File: config.mk
export PLATFORM = sky130hd
export DESIGN_NAME = cpu_sequencer
export DESIGN_NICKNAME = d
export VERILOG_FILES = /design/src/rtl/cpu_sequencer.sv
export SDC_FILE = /design/constraint.sdc
export NUM_CORES = 1
export LEC_CHECK = 0
export CORE_AREA = 5 5 42 44
export DETAILED_ROUTE_END_ITERATION = 16
export DIE_AREA = 0 0 47 49
export PLACE_DENSITY = 0.75
export SLEW_MARGIN = 20
export SYNTH_ARGS = -nofsm -noshare
export SYNTH_HDL_FRONTEND = slang
export SYNTH_SLANG_ARGS = --single-unit
export TNS_END_PERCENT = 30
File: constraint.sdc
create_clock -name clk -period 2 [get_ports clk]
set_input_delay 0.4 -clock clk [delete_from_list [all_inputs] [get_ports clk]]
set_output_delay 0.4 -clock clk [all_outputs]
set_load 0.05 [all_outputs]
File: src/rtl/cpu_sequencer.sv
// Instruction-cycle sequencer for the 8-bit RISC CPU.
// An eight-phase counter and a sticky halt flag drive the combinational datapath strobes.
module cpu_sequencer (
   input  logic       clk,
   input  logic       rst_,
   input  logic       ena,
   input  logic [2:0] opcode,
   input  logic       zero,
   output logic       sel,
   output logic       rd,
   output logic       ld_ir,
   output logic       inc_pc,
   output logic       halt,
   output logic       ld_pc,
   output logic       data_e,
   output logic       ld_ac,
   output logic       wr,
   output logic [2:0] phase,
   output logic       halted
);

   localparam logic [2:0] HLT = 3'b000;
   localparam logic [2:0] SKZ = 3'b001;
   localparam logic [2:0] ADD = 3'b010;
   localparam logic [2:0] AND = 3'b011;
   localparam logic [2:0] XOR = 3'b100;
   localparam logic [2:0] LDA = 3'b101;
   localparam logic [2:0] STO = 3'b110;
   localparam logic [2:0] JMP = 3'b111;

   logic [2:0] phase_q, phase_d;
   logic       halted_q, halted_d;
   logic       aluop;

   always_ff @(posedge clk) begin
      if (!rst_) begin
         phase_q  <= 3'd0;
         halted_q <= 1'b0;
      end else begin
         phase_q  <= phase_d;
         halted_q <= halted_d;
      end
   end

   // Halting freezes the counter at phase 4 instead of advancing.
   always_comb begin
      phase_d  = phase_q;
      halted_d = halted_q;
      if (ena && !halted_q) begin
         if (phase_q == 3'd4 && opcode == HLT) begin
            halted_d = 1'b1;
         end else begin
            phase_d = phase_q + 3'd1;
         end
      end
   end

   assign aluop = (opcode == ADD) || (opcode == AND) ||
                  (opcode == XOR) || (opcode == LDA);

   always_comb begin
      sel    = 1'b0;
      rd     = 1'b0;
      ld_ir  = 1'b0;
      inc_pc = 1'b0;
      halt   = 1'b0;
      ld_pc  = 1'b0;
      data_e = 1'b0;
      ld_ac  = 1'b0;
      wr     = 1'b0;
      if (halted_q) begin
         halt = 1'b1;
      end else begin
         case (phase_q)
            3'd0: sel = 1'b1;
            3'd1: begin
               sel = 1'b1;
               rd  = 1'b1;
            end
            3'd2, 3'd3: begin
               sel   = 1'b1;
               rd    = 1'b1;
               ld_ir = 1'b1;
            end
            3'd4: begin
               inc_pc = 1'b1;
               halt   = (opcode == HLT);
            end
            3'd5: rd = aluop;
            3'd6: begin
               rd     = aluop;
               inc_pc = (opcode == SKZ) && zero;
               ld_pc  = (opcode == JMP);
               data_e = (opcode == STO);
            end
            default: begin
               rd     = aluop;
               ld_ac  = aluop;
               inc_pc = (opcode == JMP);
               ld_pc  = (opcode == JMP);
               wr     = (opcode == STO);
               data_e = (opcode == STO);
            end
         endcase
      end
   end

   assign phase  = phase_q;
   assign halted = halted_q;

endmodule

==> results of run 1 <==
## through the flow
step           setup WS (ps)  utilization  hold slack (ps)  area (um^2)
2_1_floorplan          -32.3            -              540          557
3_3_place_gp            -205        0.613              549          860
3_5_place_dp            -231        0.613              545          860
4_1_cts                 -125        0.675              624          946
5_1_grt                 -189        0.690              638          967
6_report                -113        0.690              622          967
## cell type report
| cell class | count | area [um^2] |
|---|---|---|
| Clock buffer | 4 | 26.3 |
| Sequential cell | 4 | 91.3 |
| Tap cell | 16 | 20.0 |
| Fill cell | 107 | 434 |
| Multi-Input combinational cell | 56 | 462 |
| Inverter | 4 | 17.5 |
| Timing Repair Buffer | 32 | 350 |
## routing by layer
| layer | up-vias | global-route usage | share of wire |
|---|---|---|---|
| li1 | 304 | - | - |
| met1 | 269 | 0.187 | 0.42 |
| met2 | 24 | 0.213 | 0.50 |
| met3 | 2 | 0.0554 | 0.074 |
| met4 | 0 | 0.0276 | 0.0094 |
| met5 | - | 0 | 0 |
## cells in the final DEF, fill, tap and decap left out, types with 2 or more instances in the layout
master,instances
clkdlybuf4s50_1,6
o2111ai_1,2
ha_1,3
nand4_1,2
nand2_1,4
dlygate4sd2_1,3
nor2_1,6
o21ai_0,2
a21oi_2,2
nand3_1,5
ha_4,2
nor2_4,2
inv_1,2
buf_4,15
nor3_4,2
dfxtp_4,3
clkbuf_4,3
nand2b_1,3
buf_12,7
## critical path: stages (launching register included)
cell,delay (ps)
dfxtp_4,380
inv_2,60
ha_2,200
or4_4,530
o22ai_4,130
buf_12,160
## registers in the layout (all words and copies together), names as in the netlist
register	count
halted	1
phase	3
## synth_stat cells
cell type	instances
clkbuf_1	1
nand3_1	6
dfxtp_1	4
nor3_1	2
or4_1	1
o21bai_1	1
nand2_1	4
and2_2	1
or2_2	1
and3b_1	1
xnor2_1	1
nor2_1	9
a31oi_1	1
nor2b_1	1
a41oi_1	1
and2_0	1
ha_1	6
o2111ai_1	2
nand4_1	2
o21ai_0	2
o21ba_2	1
o211ai_1	1
or3_1	1
inv_1	4
nand2b_1	3
and2_1	1
o22ai_1	2
nand3b_1	1
a21oi_1	3
buf_4	2
## kinds of logic after synthesis
kind of cell    Yosys count  share of synthesized area
simple gates             35                      0.384
fa+ha+maj                 6                      0.158
xor+xnor                  1                     0.0184
flops                     4                      0.168
buf+inv                   7                     0.0710
compound gates           14                      0.200
## final timing paths
kind                            depth (start not counted)  slack (ps)        to      from
worst max-delay path                                    5        -110    inc_pc  phase[1]
worst min register to register                          3         620  phase[0]  phase[0]
worst max register to register                          6         740  phase[0]  phase[1]
worst min-delay path                                    3         620  phase[0]  phase[0]
## report_power, final
| group | internal (uW) | switching (uW) | total, uW | leakage (uW) |
|---|---|---|---|---|
| Clock | 75.1 | 36.5 | 112 | 0.0000150 |
| Combinational | 129 | 167 | 296 | 0.000347 |
| Sequential | 85.3 | 12.3 | 97.6 | 0.0000348 |
| Total | 290 | 215 | 505 | 0.000397 |
## repair_timing
item	CTS	global route
cloned	0	0
pin swaps	4	0
endpoints found under the setup margin	8	6
buffers inserted	6	0
gates resized for setup	7	4
endpoints found under the hold margin	0	0
==> impl_metrics.tcl, run 1 <==
set metrics [dict create \
    fin_nets 114 \
    setup_tns_ps -216 \
    crit_fanout 7 \
    drive_gt1_frac 0.480 \
    start_kind "register" \
    num_vias 599 \
    stdcell_count 116 \
    cp.required_ps 1600 \
    ir_drop_v 0.000476 \
    grt_pass1_vias 579 \
    cts_buffer_depth 2 \
    cts_made_buffers 3 \
    cts_tree "built" \
    area_growth_pct 103 \
    syn_nets 80 \
    cts_root_buf "clkbuf_4" \
    chipHeight_um 49 \
    violations "negative setup slack" \
    setup_viol 3 \
    ctsHoldBuffers 0 \
    drv_slew 0 \
    p_per_area_nw_per_um2 522 \
    start_util 0.339 \
    grt_pass1_wl_um 2470 \
    cts_max_level 1 \
    gp_congestion 0.779 \
    syn_avg_cell_area_um2 7.10 \
    ys_types 30 \
    cts.sinks 4 \
    drt-wirelength-per-cell_um 12.9 \
    synth.area.top_cells "dfxtp_1 (17%), ha_1 (16%), nor2_1 (7.1%)" \
    postSynthCellCount 67 \
    grt_setup_unrepaired "true" \
    clk_pin_slew_worst_paths_ps 40 \
    drt_wl_total_um 1490 \
    worstMarginPinSlew_ps 502 \
    synth.largest_area_cell "dfxtp_1" \
    ys_warn_count 0 \
    fin_skew_ps 8.84 \
    die_area_um2 2300 \
    fin_ws_ps -113 \
    path_class "reg -> out" \
    diodes 0 \
    fin_crit_ps 2110 \
    fmax_mhz 473 \
    vias_per_cell 5.16 \
    hold_viol_final 0 \
    min_path_type "reg -> reg" \
    drtAntennaViolNets 0 \
    period_share 1.06 \
    ys_ff_latch 4 \
    finalPower_uw 505 \
    track_usage 0.141 \
    die_w_um 47 \
    synth_area_um2 475 \
    firstDrtPassIters 4 \
    drtIter0Drc 19 \
    status "finished with violations" \
    antenna_found_initial 0 \
    synth.top_cell.area_share 0.168 \
    yosysSeqAreaShare 0.168 \
    clk_latency_ps 240 \
    endpoint_kind "output pin" \
    drcViolationCount 0 \
    coreArea_um2 1400 \
    rows 14 \
    io_buffers 19 \
    maxSlewHeadroom 0.664 \
    grt_max_degree 13 \
    drv_cap 0 \
    place_hpwl_um 1100 \
    dp_cells 106 \
    overflow 0 \
    ios 20 \
    cp_data_arrival_time_ps 1710 \
    cellLeakagePower_uw 0.000397 \
]
(Power assumes the default switching activity.)
==> inputs of run 2 (changes only) <==
--- a/config.mk
+++ b/config.mk
@@ -9,6 +9,7 @@
 export DETAILED_ROUTE_END_ITERATION = 16
 export DIE_AREA = 0 0 47 49
 export PLACE_DENSITY = 0.75
+export SKIP_CTS_REPAIR_TIMING = 1
 export SLEW_MARGIN = 20
 export SYNTH_ARGS = -nofsm -noshare
 export SYNTH_HDL_FRONTEND = slang
==> impl_metrics.tcl, run 2 (same netlist as run 1, synthesis figures left out) <==
set metrics [dict create \
    status "finished with violations" \
    violations "negative setup slack" \
    endpoint_kind "output pin" \
    p_per_area_nw_per_um2 517 \
    crit_fanout 6 \
    fill_cells 107 \
    start_kind "register" \
    path_class "reg -> out" \
    cp_top_family "simple AND/OR/NAND/NOR gates" \
    rrSetupSlack_ps 760 \
    cellLeakagePower_uw 0.000430 \
    start_util 0.339 \
    seqCellArea_um2 91.3 \
    num_vias 604 \
    overflow 0 \
    final_area_um2 987 \
    path_cells "inv_6, ha_4, and2_4, or4_4, o22ai_4, buf_12" \
    diodes 0 \
    worstMarginPinSlew_ps 500 \
    maxSlewHeadroom 0.665 \
    firstDrtPassIters 4 \
    place_hpwl_um 1100 \
    area_growth_pct 108 \
    setup_viol 4 \
    die_area_um2 2300 \
    clk_latency_ps 240 \
    grt_setup_unrepaired "true" \
    gp_congestion 0.779 \
    final_common_cell "buf_4" \
    setup_tns_ps -280 \
    multi_input_area_um2 470 \
    fin_skew_ps 9.97 \
    final_cell_mix "buf_4 (13), buf_12 (7), nor2_1 (6), clkdlybuf4s50_1 (6), nand3_1 (5)" \
    cp.required_ps 1600 \
    drive_gt1_frac 0.465 \
    clk_pin_slew_worst_paths_ps 40 \
    ir_drop_v 0.000463 \
    largest_register_ff_count 3 \
    fmax_mhz 471 \
    hold_viol_final 0 \
    cp_data_arrival_time_ps 1720 \
    drtAntennaViolNets 0 \
    period_share 1.06 \
    cp.depth 6 \
    max_stage_delay_ps 430 \
    fin_nets 113 \
    cts_made_buffers 3 \
    crit_slowest_cell "or4_4" \
    r2r_end "phase[0]" \
    cp-endpoint "inc_pc" \
    reg2reg_from "phase[1]" \
    vias_per_cell 5.25 \
    io_buffers 19 \
    antenna_found_initial 0 \
    cts_max_level 1 \
    grt_max_degree 13 \
    drtIter0Drc 16 \
    cts_tree "built" \
    min_path_type "reg -> reg" \
    cts_root_buf "clkbuf_4" \
    drcViolationCount 0 \
    drv_slew 0 \
    die_w_um 47 \
    track_usage 0.131 \
    drt-wirelength-per-cell_um 13.2 \
    r2r_cells 6 \
    coreArea_um2 1400 \
    ios 20 \
    drt_wl_total_um 1520 \
    grt_pass1_wl_um 2300 \
    path_buf_inv 2 \
    chipHeight_um 49 \
    dpl_cell_area_um2 860 \
    fin_crit_ps 2120 \
    drv_cap 0 \
    cts.sinks 4 \
    worstSetupStartpoint "phase[0]" \
    fin_ws_ps -122 \
    cts_buffer_depth 2 \
    rows 14 \
    grt_pass1_vias 556 \
]
## run 2: worst min-delay path by stage
| stage | start | endpoint | slack (ps) | cells past startpoint |
|---|---|---|---|---|
| after floorplan | ena | halted | 540 | 2 |
| after global placement | phase[1] | phase[1] | 550 | 2 |
| after detailed placement | phase[1] | phase[1] | 540 | 2 |
| after CTS | phase[1] | phase[1] | 550 | 2 |
| after global routing | halted | halted | 690 | 2 |
| final | halted | halted | 620 | 2 |
## run 2: cell type report
| type | instances | area share |
|---|---|---|
| Clock buffer | 4 | 0.0266 |
| Inverter | 4 | 0.0203 |
| Multi-Input combinational cell | 56 | 0.477 |
| Sequential cell | 4 | 0.0925 |
| Tap cell | 16 | 0.0203 |
| Timing Repair Buffer | 31 | 0.364 |
## run 2: through the flow
step | hold WS (ps) | instances | setup WS [ps] | power [uW] | util
2_1_floorplan | 540 | 67 | -32.3 | 268 | -
5_1_grt | 689 | 115 | -194 | 550 | 0.704
4_1_cts | 552 | 110 | -238 | 486 | 0.632
3_3_place_gp | 549 | 106 | -205 | 365 | 0.613
6_report | 621 | 115 | -122 | 510 | 0.704
3_5_place_dp | 545 | 106 | -231 | 370 | 0.613
## run 2: per-layer routing
| layer | vias to the layer above | part of all wire | track usage |
|---|---|---|---|
| met5 | - | 0 | 0 |
| met4 | 0 | 0.011 | 0.0276 |
| met3 | 2 | 0.087 | 0.0554 |
| met2 | 25 | 0.51 | 0.199 |
| met1 | 273 | 0.39 | 0.169 |
| li1 | 304 | - | - |
## run 2: power breakdown
group          switching (uW)  internal, uW
Clock                    37.9          75.2
Sequential               13.4          85.4
Combinational             167           131
Total                     218           292
## run 2: worst min-delay path, stage by stage (launching register included)
cell	delay, ps
dfxtp_1	400
nand2_1	100
o21ai_0	70
==> inputs of run 3 (changes only) <==
--- a/config.mk
+++ b/config.mk
@@ -6,6 +6,7 @@
 export NUM_CORES = 1
 export LEC_CHECK = 0
 export CORE_AREA = 5 5 42 44
+export CTS_CLUSTER_SIZE = 25
 export DETAILED_ROUTE_END_ITERATION = 16
 export DIE_AREA = 0 0 47 49
 export PLACE_DENSITY = 0.75
==> results of run 3 <==
Final layout, timing and power as in run 2 (identical DEF).
